$ cat config.mk
export PLATFORM = sky130hd
export DESIGN_NAME = mem_port_arbiter
export DESIGN_NICKNAME = d
export VERILOG_FILES = /design/src/rtl/mem_port_arbiter.sv
export SDC_FILE = /design/constraint.sdc
export NUM_CORES = 1
export LEC_CHECK = 0
export CORE_AREA = 2 2 220 222
export DETAILED_ROUTE_END_ITERATION = 16
export DIE_AREA = 0 0 222 224
export DONT_BUFFER_PORTS = 1
export PLACE_DENSITY_LB_ADDON = 0.3
export SETUP_SLACK_MARGIN = 0.1
export SYNTH_ARGS = -nofsm -noshare
export SYNTH_HDL_FRONTEND = slang
export SYNTH_SLANG_ARGS = --single-unit
$ cat constraint.sdc
create_clock -name clk -period 2.1 [get_ports clk]
set_input_delay 0.105 -clock clk [delete_from_list [all_inputs] [get_ports clk]]
set_output_delay 0.105 -clock clk [all_outputs]
set_load 0.05 [all_outputs]
$ cat src/rtl/mem_port_arbiter.sv
// ---------------------------------------------------------------------------
// mem_port_arbiter
//
// Shares the single refill/store memory port between the ICache and DCache
// controllers. Arbitration is fixed-priority DCache first. An ICache
// starvation guard overrides that priority once the ICache has waited
// MAX_WAIT cycles. Each grant is locked until the memory answers, and the
// request fields are captured at grant time.
//
// Ports:
//   clk, rst          clock (rising edge), asynchronous active-low reset
//   icache_*          ICache read request (valid/addr) and completion
//                     (ready pulse, refill line)
//   dcache_*          DCache request (valid/for_store/addr/wdata/wstrb) and
//                     completion (ready pulse, refill line)
//   mem_*             memory port: registered request held until mem_ready,
//                     with read line returned alongside mem_ready
//   grant_owner       00 = none, 01 = ICache, 10 = DCache
// ---------------------------------------------------------------------------
module mem_port_arbiter #(
  parameter int ADDR_W   = 32,
  parameter int LINE_W   = 128,
  parameter int MAX_WAIT = 8
) (
  input  logic              clk,
  input  logic              rst,
  input  logic              icache_valid,
  input  logic [ADDR_W-1:0] icache_addr,
  output logic              icache_ready,
  output logic [LINE_W-1:0] icache_rdata,
  input  logic              dcache_valid,
  input  logic              dcache_for_store,
  input  logic [ADDR_W-1:0] dcache_addr,
  input  logic [31:0]       dcache_wdata,
  input  logic [3:0]        dcache_wstrb,
  output logic              dcache_ready,
  output logic [LINE_W-1:0] dcache_rdata,
  output logic              mem_valid,
  output logic              mem_for_store,
  output logic [ADDR_W-1:0] mem_addr,
  output logic [31:0]       mem_wdata,
  output logic [3:0]        mem_wstrb,
  input  logic              mem_ready,
  input  logic [LINE_W-1:0] mem_rdata,
  output logic [1:0]        grant_owner
);

  // The encoding doubles as the grant_owner value.
  typedef enum logic [1:0] {
    IDLE  = 2'b00,
    GNT_I = 2'b01,
    GNT_D = 2'b10
  } state_e;

  localparam logic [7:0] MAX_WAIT_C = 8'(MAX_WAIT);

  state_e            state_q,     state_d;
  logic [7:0]        wait_cnt_q,  wait_cnt_d;
  logic [ADDR_W-1:0] addr_q,      addr_d;
  logic              for_store_q, for_store_d;
  logic [31:0]       wdata_q,     wdata_d;
  logic [3:0]        wstrb_q,     wstrb_d;

  always_comb begin
    state_d     = state_q;
    wait_cnt_d  = wait_cnt_q;
    addr_d      = addr_q;
    for_store_d = for_store_q;
    wdata_d     = wdata_q;
    wstrb_d     = wstrb_q;

    case (state_q)
      IDLE: begin
        // The starvation guard outranks the normal DCache priority.
        if (icache_valid && (wait_cnt_q == MAX_WAIT_C)) begin
          state_d = GNT_I;
        end else if (dcache_valid) begin
          state_d = GNT_D;
        end else if (icache_valid) begin
          state_d = GNT_I;
        end

        if (state_d == GNT_I) begin
          addr_d      = icache_addr;
          for_store_d = 1'b0;
          wdata_d     = '0;
          wstrb_d     = '0;
        end else if (state_d == GNT_D) begin
          addr_d      = dcache_addr;
          for_store_d = dcache_for_store;
          wdata_d     = dcache_wdata;
          // Strobes are meaningless on a refill, so they are forced to zero.
          wstrb_d     = dcache_for_store ? dcache_wstrb : 4'b0000;
        end
      end
      GNT_I, GNT_D: begin
        // Return to IDLE on completion. That IDLE cycle gives the finished
        // requester time to drop valid before the next arbitration.
        if (mem_ready) begin
          state_d = IDLE;
        end
      end
      default: state_d = IDLE;
    endcase

    // wait_cnt counts ICache waiting cycles. It clears when ICache wins.
    if ((state_d == GNT_I) && (state_q != GNT_I)) begin
      wait_cnt_d = '0;
    end else if (icache_valid && (state_q != GNT_I) && (wait_cnt_q < MAX_WAIT_C)) begin
      wait_cnt_d = wait_cnt_q + 8'd1;
    end
  end

  always_ff @(posedge clk or negedge rst) begin
    if (!rst) begin
      state_q     <= IDLE;
      wait_cnt_q  <= '0;
      addr_q      <= '0;
      for_store_q <= 1'b0;
      wdata_q     <= '0;
      wstrb_q     <= '0;
    end else begin
      state_q     <= state_d;
      wait_cnt_q  <= wait_cnt_d;
      addr_q      <= addr_d;
      for_store_q <= for_store_d;
      wdata_q     <= wdata_d;
      wstrb_q     <= wstrb_d;
    end
  end

  assign mem_valid     = (state_q != IDLE);
  assign grant_owner   = state_q;
  assign mem_addr      = addr_q;
  assign mem_for_store = for_store_q;
  assign mem_wdata     = wdata_q;
  assign mem_wstrb     = wstrb_q;

  // The completion is forwarded in the same cycle as mem_ready, and only to
  // the owner. A mem_ready seen in IDLE produces nothing.
  assign icache_ready = (state_q == GNT_I) && mem_ready;
  assign dcache_ready = (state_q == GNT_D) && mem_ready;
  assign icache_rdata = icache_ready ? mem_rdata : '0;
  assign dcache_rdata = dcache_ready ? mem_rdata : '0;

endmodule

---- After elaboration in Yosys (flattened, before gate mapping) ----
Cells that the tools add are included.
Widths: inputs -> output; s select.
storage, ports and cells
  word-level logic and storage cells ...... 46
  input port bits ......................... 234
  flip-flop bits (word level) ............. 79
  output and inout port bits .............. 330
cells by class
  equality and inequality tests ........... 7
  add/sub/neg operators ................... 1
  mux-type cells .......................... 19
  magnitude comparators ................... 1
  reduce and logical (&&, ||, !) cells .... 12
operators by type and width
  cell                 number
  $mux 128             2
  $mux 32              4
  $mux 8               2
  $mux 4               3
  $mux 2               5
  $add 8x1->8 const B  1
  $eq 8x4->1 const B   1
  $lt 8x4->1 const B   1
  $eq 2x1->1 const B   3
  $logic_and 1x1->1    6
  $reduce_bool 2->1    3
  $eq 2x2->1 const B   2
  $pmux 2 s2           1
  $logic_not 2->1      1
  $mux 1               2
  $ne 2x1->1 const B   1
  $reduce_and 2->1     1
  $reduce_or 2->1      1

---- Depth between registers and ports, before layout ----
Gate-level depths: netlist of the first run.
  word-level depth ........................ 8
  depth in mapped cells ................... 12
  mapped depth without buffers ............ 9

---- Worst setup path before layout of the first run ----
No wires, ideal clock.
  path type ............................... register to register
  start ................................... register state_q[1], in the netlist grant_owner[1]
  end ..................................... register wdata_q[10], in the netlist mem_wdata[10]
  slack ................................... -0.166 ns
  setup time .............................. 0.135 ns
  clock period less this slack ............ 2.266 ns
  data arrival time ....................... 2.131 ns
  required time ........................... 1.965 ns
  path buffers ............................ 3
  stages on the path, launching flop included .. 10
  cells stage by stage .................... dfrtp_1 inv_1 o21bai_1 nand2_1 ha_1 nand2b_1 buf_2 buf_2 clkbuf_1 o21ai_0
on the way
  longest elaborated chain between the ends .. 7
  elaborated cells between the ends (all ways) .. 10
  classes of those cells .................. 2 x eq/ne; 5 x mux; 3 x reduce/logical
ends and longest elaborated chain
  what                                             line    source
  start, declared                                  57      state_e state_q, state_d;
  start signal, assigned                           123     state_q <= state_d;
  $mux 2                                           79      end else if (icache_valid) begin
  $mux 2                                           77      end else if (dcache_valid) begin
  $mux 2                                           75      if (icache_valid && (wait_cnt_q == MAX_WAIT_C)) begin
  $mux 2                                           72      case (state_q)
  $eq 2x1->1 / $eq 2x2->1 (equally long branches)  83, 88
  $reduce_bool 2->1 (no line)                      -
  $reduce_and 2->1 (no line)                       -
  end signal, assigned                             127     wdata_q <= wdata_d;
  end, declared                                    61      logic [31:0] wdata_q, wdata_d;
Parallel ways exist; a longest one is shown, timed or not. The select of a mux whose other input is x is not followed.
A chain may end at the register's enable or synchronous reset.

---- Worst setup path after layout of the first run ----
  start ................................... register wait_cnt_q[0]
  end ..................................... register wstrb_q[0], in the netlist mem_wstrb[0]
on the way
  longest elaborated chain between the ends .. 7
  elaborated cells between the ends (all ways) .. 9
  classes of those cells .................. 3 x eq/ne; 3 x mux; 3 x reduce/logical
ends and longest elaborated chain
  what                                             line    source
  start, declared                                  58      logic [7:0] wait_cnt_q, wait_cnt_d;
  start signal, assigned                           124     wait_cnt_q <= wait_cnt_d;
  $eq 8x4->1 (*)                                   75
  $logic_and 1x1->1 (*)                            75
  $mux 2 (*)                                       75
  $mux 2 (*)                                       72
  $eq 2x1->1 / $eq 2x2->1 (equally long branches)  83, 88
  $reduce_bool 2->1 (no line)                      -
  $reduce_and 2->1 (no line)                       -
  end signal, assigned                             128     wstrb_q <= wstrb_d;
  end, declared                                    62      logic [3:0] wstrb_q, wstrb_d;
Every way passes the cells marked *; elsewhere a longest branch is shown, timed or not. The select of a mux whose other input is x is not followed.

==> results of run 1 <==
==> sequential cells by signal, indices dropped and copies added, names as in the netlist <==
signal and count:
mem_for_store 1, grant_owner 2, mem_wstrb 4, wait_cnt_q 8
mem_addr 32, mem_wdata 32
==> per-layer routing <==
layer  share of wire [%]  vias up
met5                   0        -
li1                    -     3007
met4                 2.3        0
met3                  10       47
met1                  33     3147
met2                  54      370
==> repair_timing <==
action,4_1_cts,5_1_grt
gates resized for setup,66,95
endpoints found under the setup margin,295,202
setup buffers,15,7
cloned,5,11
hold endpoints to repair,144,1
pin swaps,7,3
hold buffers,93,1
==> cells in the mapped netlist <==
library cell | n | area (um^2)
sky130_fd_sc_hd__a311oi_4 | 1 | 26.3
sky130_fd_sc_hd__nor3b_2 | 1 | 12.5
sky130_fd_sc_hd__nor4b_1 | 1 | 8.76
sky130_fd_sc_hd__clkbuf_1 | 66 | 248
sky130_fd_sc_hd__inv_1 | 6 | 22.5
sky130_fd_sc_hd__dfrtp_1 | 79 | 1980
sky130_fd_sc_hd__o21ai_0 | 64 | 320
sky130_fd_sc_hd__nor2b_1 | 3 | 18.8
sky130_fd_sc_hd__a21boi_1 | 4 | 30.0
sky130_fd_sc_hd__a32oi_2 | 1 | 16.3
sky130_fd_sc_hd__and2_1 | 2 | 12.5
sky130_fd_sc_hd__ha_1 | 7 | 87.6
sky130_fd_sc_hd__o21bai_1 | 1 | 7.51
sky130_fd_sc_hd__a21oi_1 | 4 | 20.0
sky130_fd_sc_hd__xnor2_1 | 1 | 8.76
sky130_fd_sc_hd__a41oi_1 | 1 | 8.76
sky130_fd_sc_hd__nand2b_1 | 33 | 206
sky130_fd_sc_hd__and3b_1 | 1 | 8.76
sky130_fd_sc_hd__a22o_1 | 4 | 35.0
sky130_fd_sc_hd__a31oi_1 | 1 | 6.26
sky130_fd_sc_hd__o21ai_1 | 2 | 10.0
sky130_fd_sc_hd__nand2_1 | 67 | 251
sky130_fd_sc_hd__nand3_1 | 1 | 5.00
sky130_fd_sc_hd__mux2i_1 | 33 | 330
sky130_fd_sc_hd__a21o_1 | 1 | 7.51
sky130_fd_sc_hd__nor3_2 | 1 | 10.0
sky130_fd_sc_hd__buf_2 | 13 | 65.1
sky130_fd_sc_hd__nor2_1 | 2 | 7.51
sky130_fd_sc_hd__nand4_2 | 1 | 12.5
sky130_fd_sc_hd__and3_1 | 257 | 1610
sky130_fd_sc_hd__xor2_1 | 1 | 8.76
sky130_fd_sc_hd__nand3_2 | 1 | 10.0
==> power by group through the flow <==
stage | Combinational [mW] | Sequential [mW] | Clock, mW
floorplan | 5.09 | 4.81 | 0
global placement | 8.64 | 4.96 | 0
detailed placement | 8.71 | 4.97 | 0
CTS | 9.95 | 4.92 | 1.75
global route | 11.4 | 4.99 | 1.80
finish | 10.9 | 4.91 | 1.69
==> per-stage QoR <==
step                      worst slack, ns  hold slack, ns  instances
after detailed placement          -0.0643          -0.189       1471
after floorplan                    0.0949          -0.191        661
final                              0.0748         0.00136       1629
after global placement            -0.0565          -0.189       1471
after CTS                          0.0769        0.000133       1600
after global routing              -0.0186        0.000889       1621
==> worst paths after layout <==
kind	cells after the start	endpoint	start	slack [ns]
min in group asynchronous	2	mem_addr[13]	rst	0.36
worst max-delay path	10	mem_wstrb[0]	wait_cnt_q[0]	0.07
worst min register to register	1	wait_cnt_q[7]	wait_cnt_q[7]	0.56
max in group asynchronous	2	mem_wdata[3]	rst	1.41
worst min-delay path	2	mem_addr[0]	icache_addr[0]	0.001
worst max register to register	10	mem_wstrb[0]	wait_cnt_q[0]	0.07
==> worst max-delay path: stages (launching register included) <==
cell and delay, ns:
sky130_fd_sc_hd__dfrtp_1 0.36, sky130_fd_sc_hd__inv_2 0.04, sky130_fd_sc_hd__ha_1 0.17, sky130_fd_sc_hd__and3b_1 0.20, sky130_fd_sc_hd__nand3_2 0.11, sky130_fd_sc_hd__nand2_2 0.07
sky130_fd_sc_hd__ha_4 0.20, sky130_fd_sc_hd__buf_12 0.15, sky130_fd_sc_hd__buf_4 0.16, sky130_fd_sc_hd__nor3b_4 0.30, sky130_fd_sc_hd__a22o_1 0.18
==> cell type report <==
cell class / count / area share, %
repair buffers: 405 / 49.3
multi-input cells: 498 / 27.2
flip-flops and latches: 79 / 15.0
well taps: 615 / 5.83
clock buffers: 9 / 1.71
clock inverters: 7 / 0.644
diodes: 10 / 0.190
inverters: 6 / 0.171
==> kinds of logic after synthesis <==
group	Yosys count	share of synthesized area [%]
AO/OA/AOI/OAI	84	9.02
adder cells (fa/ha/maj)	7	1.62
AND/OR/NAND/NOR	371	40.2
multiplexers	33	6.11
XOR/XNOR	2	0.324
buffers and inverters	85	6.20
flip-flops	79	36.6
==> results.md, run 1 <==
- Result of the run: complete, no violations
- Filler Cells Inserted: 4858
- Per-cell routed wire length: 23.2 um
- Pin count of the biggest net entering global routing: 260
- Upper clock frequency limit: 494 MHz
- Number of buffers inserted during clock tree synthesis: 9
- Post-CTS clock slew at the launch and capture registers of the worst setup and hold paths: 0.07 ns
- DRC errors left: 0
- Areal power density over the cells: 1320 nW/um^2
- Global Route met3 Usage: 6.43%
- Number of input and output port buffers inserted: 0
- Sequential Power Share: 28.1%
- Slew @ Worst Pin: 0.598 ns
- Total core area: 47300 um^2
- Initial antenna violation count: 11
- Via count of the first global-routing pass: 6735
- CP Max Fanout: 6
- Number of iterations in the first detailed-routing pass: 4
- Area occupied by multi-input gates: 3590 um^2
- Sequential fraction of the synthesis area: 36.6%
- Detailed-route via count: 6571
- Number of hold-slack violations in the final timing report: 0
- Number of distinct library cells after synthesis: 32
- Placed Instance Area: 10800 um^2
- Setup total negative slack: 0 ns
- M2 GR Usage: 25.5%
- Final estimated routing congestion in global placement: 0.791
- Post-Synthesis Cell Area: 5410 um^2
- Unrepaired setup endpoints after global routing: true
- Clock buffer depth: 2
- Total wire length: 37.7 mm
- HPWL Detailed: 26.5 mm
- Data arrival time of the critical path: 2.30 ns
- Final design instance area without fill: 13200 um^2
- WS Path Type: flip-flop to flip-flop
- Count of routing violations after the opening detailed-route iteration: 261
- Kind of start point of the critical path: flip-flop
- Number of nets produced by synthesis: 902
- Share of total power in the clock network: 9.7%
- Tot Pwr: 17.5 mW
- Design internal power: 7.99 mW
- # H-tree levels: 3
- Sequential Area: 1980 um^2
- Total global-route track usage: 13.6%
- Worst-skew pair later-pin latency: 0.35 ns
- Initial core utilization: 11.4%
- Met1 usage in global routing: 13.2%
- Cells after synthesis: 661
- Max-slew violation count: 0
- Largest voltage drop on the vdd net: 604 uV
- Per-cell via count in the routed design: 4.03
- Proportion of total power due to net switching: 54.3%
- CTS tree: yes
- Die boundary height: 224 um
- Tightest slew margin relative to the limit: 60.1%
- Highest-utilization routing layer at the global route stage: met2
- Synth Area per Inst: 8.18 um^2
- Number of routed nets with antenna violations: 0
- Most frequent cells in the layout: sky130_fd_sc_hd__buf_12, sky130_fd_sc_hd__and3_1, sky130_fd_sc_hd__and3_2, sky130_fd_sc_hd__dlygate4sd3_1, sky130_fd_sc_hd__dfrtp_1
- Fraction of layout instances using a drive strength above 1: 49.9%
- TritonCTS sink count: 79
- Synthesis-to-finish area growth: 144%
- Share of the clock period used by the worst path: 96.4%
- YS warnings: 0
- Post-Route Utilization: 27.9%
- Root Buffer: sky130_fd_sc_hd__clkbuf_16
- Worst-case clock skew: 0.0216 ns
- Fraction of power consumed by combinational cells: 62.2%
- Core Rows: 80
- Number of nets in the layout: 1240
- Min-Delay Path Class: input port to flip-flop
- Time the worst path needs with I/O delays and setup: 2.03 ns
- Most frequent standard cell in the layout excluding fill and tap cells: sky130_fd_sc_hd__buf_12
- Global-route wire length before repair: 49.4 mm
- Leakage power: 5.98 nW
- Overall die area: 49700 um^2
- Total congestion overflow: 0
- Yosys reg bits: 79
- Crit end category: flip-flop
- Max Cap Viol: 0
- Required time at the worst-slack endpoint: 2.37 ns
- Die width: 222 um
- Total of endpoints with negative setup slack in the final report: 0
- Number of ports placed on the die boundary: 564
- Net Switching: 9.48 mW
(Power assumes the default switching activity.)
==> run 2: changes to the inputs <==
--- a/config.mk
+++ b/config.mk
@@ -8,2 +8,3 @@
 export CORE_AREA = 2 2 220 222
+export CTS_BUF_LIST = sky130_fd_sc_hd__clkbuf_8
 export DETAILED_ROUTE_END_ITERATION = 16
==> constraint.sdc (replaced) <==
create_clock -name clk -period 2.1 [get_ports clk]
set_input_delay 0 -clock clk [delete_from_list [all_inputs] [get_ports clk]]
set_output_delay 0 -clock clk [all_outputs]
set_load 0.05 [all_outputs]
==> run 2 against run 1 <==
Effect of this change: design area is 2.2% lower; critical path depth is 1 higher; first-iteration DRC count is 44% higher; combinational power hardly changed; largest power group unchanged; global-route usage is 0.65 points lower; sequential share of layout area is 0.33 points higher; setup slack worse by 0.018 ns; non-clock buffer count is 17 higher.
==> results.md, run 2 (synthesis results as in run 1) <==
- Count of routing violations after the opening detailed-route iteration: 376 (was 261)
- Global-route wire length before repair: 47.8 mm (was 49.4 mm)
- Number of routed nets with antenna violations: 0 (unchanged)
- WS Path Type: flip-flop to flip-flop (unchanged)
- Most frequent cell on the critical path: sky130_fd_sc_hd__ha_4
- Cell type group with the largest total delay on the critical path: simple AND/OR/NAND/NOR gates (unchanged)
- Core Rows: 80 (unchanged)
- CTS tree: yes (unchanged)
- Total wire length: 37.4 mm (was 37.7 mm)
- Slowest Stage Delay on Critical Path: 0.41 ns (was 0.36 ns)
- Post-route insts no fill: 1640 (was 1629)
- Number of hold-slack violations in the final timing report: 0 (unchanged)
- Die boundary height: 224 um (unchanged)
- Slew @ Worst Pin: 0.574 ns (was 0.598 ns)
- Number of ports placed on the die boundary: 564 (unchanged)
- Register-to-register setup slack: 0.06 ns (was 0.07 ns)
- Final-layout worst hold slack: 0.0432 ns (was 0.00136 ns)
- Per-cell routed wire length: 22.8 um (was 23.2 um)
- Share of the clock period used by the worst path: 97.3% (was 96.4%)
- Overall die area: 49700 um^2 (unchanged)
- Worst reg2reg endpoint: mem_addr[21] (was mem_wstrb[0])
- Number of buffer and inverter stages on the critical path: 3 (unchanged)
- CP Max Fanout: 15 (was 6)
- Start point of the worst min-delay path: dcache_valid (was icache_addr[0])
- Areal power density over the cells: 1300 nW/um^2 (was 1320 nW/um^2)
- DRC errors left: 0 (unchanged)
- Tightest slew margin relative to the limit: 61.8% (was 60.1%)
- Number of cells traversed by the worst register-to-register path: 11 (was 10)
- Most frequent standard cell in the layout excluding fill and tap cells: sky130_fd_sc_hd__and3_1 (was sky130_fd_sc_hd__buf_12)
- Unrepaired setup endpoints after global routing: true (unchanged)
- Pin count of the biggest net entering global routing: 260 (unchanged)
- Final setup margin: 0.0568 ns (was 0.0748 ns)
- Worst-case clock skew: 0.0182 ns (was 0.0216 ns)
- Most frequent cells in the layout: sky130_fd_sc_hd__and3_1, sky130_fd_sc_hd__buf_12, sky130_fd_sc_hd__dlygate4sd3_1, sky130_fd_sc_hd__dfrtp_1, sky130_fd_sc_hd__buf_4 (was sky130_fd_sc_hd__buf_12, sky130_fd_sc_hd__and3_1, sky130_fd_sc_hd__and3_2, sky130_fd_sc_hd__dlygate4sd3_1, sky130_fd_sc_hd__dfrtp_1)
- Detailed-route via count: 6765 (was 6571)
- Total global-route track usage: 13.0% (was 13.6%)
- Total congestion overflow: 0 (unchanged)
- Total core area: 47300 um^2 (unchanged)
- Crit end category: flip-flop (unchanged)
- Final estimated routing congestion in global placement: 0.806 (was 0.791)
- Via count of the first global-routing pass: 6764 (was 6735)
- Worst-skew pair later-pin latency: 0.37 ns (was 0.35 ns)
- Worst slack after detailed placement: -0.00384 ns (was -0.0643 ns)
- Largest voltage drop on the vdd net: 475 uV (was 604 uV)
- Cell with the largest stage delay on the worst path: sky130_fd_sc_hd__dfrtp_1 (unchanged)
- Initial antenna violation count: 11 (unchanged)
- Result of the run: complete, no violations (unchanged)
- Total of endpoints with negative setup slack in the final report: 0 (unchanged)
- Root Buffer: sky130_fd_sc_hd__clkbuf_8 (was sky130_fd_sc_hd__clkbuf_16)
- Number of input and output port buffers inserted: 0 (unchanged)
- Max-slew violation count: 0 (unchanged)
- Data arrival time of the critical path: 2.30 ns (about the same)
- Number of cells in the design after placement: 1485 (was 1471)
- Hold path depth: 3 (was 2)
- Kind of start point of the critical path: flip-flop (unchanged)
- Synthesis-to-finish area growth: 139% (was 144%)
- Number of buffers inserted during clock tree synthesis: 9 (unchanged)
- Max Cap Viol: 0 (unchanged)
- # H-tree levels: 3 (unchanged)
- Post-CTS clock slew at the launch and capture registers of the worst setup and hold paths: 0.10 ns (was 0.07 ns)
- Tot Pwr: 16.7 mW (was 17.5 mW)
- Number of nets in the layout: 1257 (was 1240)
- Min-Delay Path Class: input port to flip-flop (unchanged)
- Time the worst path needs with I/O delays and setup: 2.04 ns (was 2.03 ns)
- Endpoint of the worst hold path: grant_owner[0] (was mem_addr[0])
- TritonCTS sink count: 79 (unchanged)
- Fraction of layout instances using a drive strength above 1: 39.9% (was 49.9%)
- Leakage power: 6.07 nW (was 5.98 nW)
- Initial core utilization: 11.4% (unchanged)
- Number of iterations in the first detailed-routing pass: 6 (was 4)
- HPWL Detailed: 25.7 mm (was 26.5 mm)
- Per-cell via count in the routed design: 4.13 (was 4.03)
- Required time at the worst-slack endpoint: 2.36 ns (was 2.37 ns)
- Clock buffer depth: 2 (unchanged)
- Die width: 222 um (unchanged)
- Cell chain of the critical path: inv_2 -> ha_4 -> and3b_1 -> nand3_2 -> o21ai_2 -> ha_4 -> nand2b_4 -> buf_12 -> clkbuf_16 -> nand2_1 -> o21ai_1 (was inv_2 -> ha_1 -> and3b_1 -> nand3_2 -> nand2_2 -> ha_4 -> buf_12 -> buf_4 -> nor3b_4 -> a22o_1)
- Upper clock frequency limit: 489 MHz (was 494 MHz)
- Reg2reg start: wait_cnt_q[1] (was wait_cnt_q[0])
-- run 2: changes by cell type in the layout (fill, tap and decap cells not counted), sizes merged --
| cell | delta |
|---|---|
| diode | -6 |
| inv | -2 |
| clkinv | +3 |
| bufinv | -1 |
| buf | +5 |
| dlygate4sd3 | +11 |
| bufbuf | +1 |
-- run 2: layout make-up --
cell class,instances,area (um^2)
fill,4883,34400
sequential,79,1980
multi-input combinational,498,3420
tap,615,769
clock inverter,7,57.6
inverter,6,22.5
timing repair buffer,422,6540
antenna,4,10.0
clock buffer,9,124
-- run 2: worst max path at each step --
stage	from	end	slack, ns	depth (start not counted)
final	wait_cnt_q[1]	mem_addr[21]	0.06	11
after global routing	wait_cnt_q[1]	mem_addr[21]	-0.03	11
after CTS	grant_owner[1]	icache_rdata[110]	0.1	5
after detailed placement	wait_cnt_q[0]	mem_wstrb[2]	-0.004	9
after global placement	wait_cnt_q[0]	mem_wstrb[0]	0.07	9
after floorplan	wait_cnt_q[0]	mem_wdata[18]	0.09	12
-- run 2: through the flow --
step                util [%]  setup TNS, ns  instance area [um^2]
finish                  27.3              0                 12900
global route            27.3        -0.0825                 12900
CTS                     25.9              0                 12300
detailed placement      22.9       -0.00565                 10800
global placement        22.9              0                 10800
floorplan                  -              0                  5450
-- run 2: power by group --
part	internal [mW]	leakage [nW]	switching [mW]
logic	4.75	4.99	5.93
registers	2.18	0.990	2.77
clock network	0.444	0.0878	0.661
-- run 2: layer usage --
| metal | wire length [um] | up-vias | track usage, % |
|---|---|---|---|
| met4 | 708 | 0 | 3.05 |
| met1 | 13100 | 3299 | 13.2 |
| li1 | - | 3033 | - |
| met2 | 20100 | 390 | 24.9 |
| met3 | 3380 | 43 | 4.89 |
| met5 | 0 | - | 0 |
-- run 2: worst register-to-register path, delay by kind of cell (launching register included) --
kind | cells | cell delay (ns)
simple gates | 4 | 0.60
buf+inv | 3 | 0.43
flops | 1 | 0.41
fa+ha+maj | 2 | 0.34
compound gates | 2 | 0.18
-- run 2: repair_timing --
item | in CTS | in global routing
setup buffers | 8 | 8
endpoints found under the hold margin | 149 | 0
setup endpoints to repair | 230 | 198
cloned | 3 | 11
gates resized for setup | 6 | 115
pin swaps | 4 | 12
hold buffers | 105 | 0
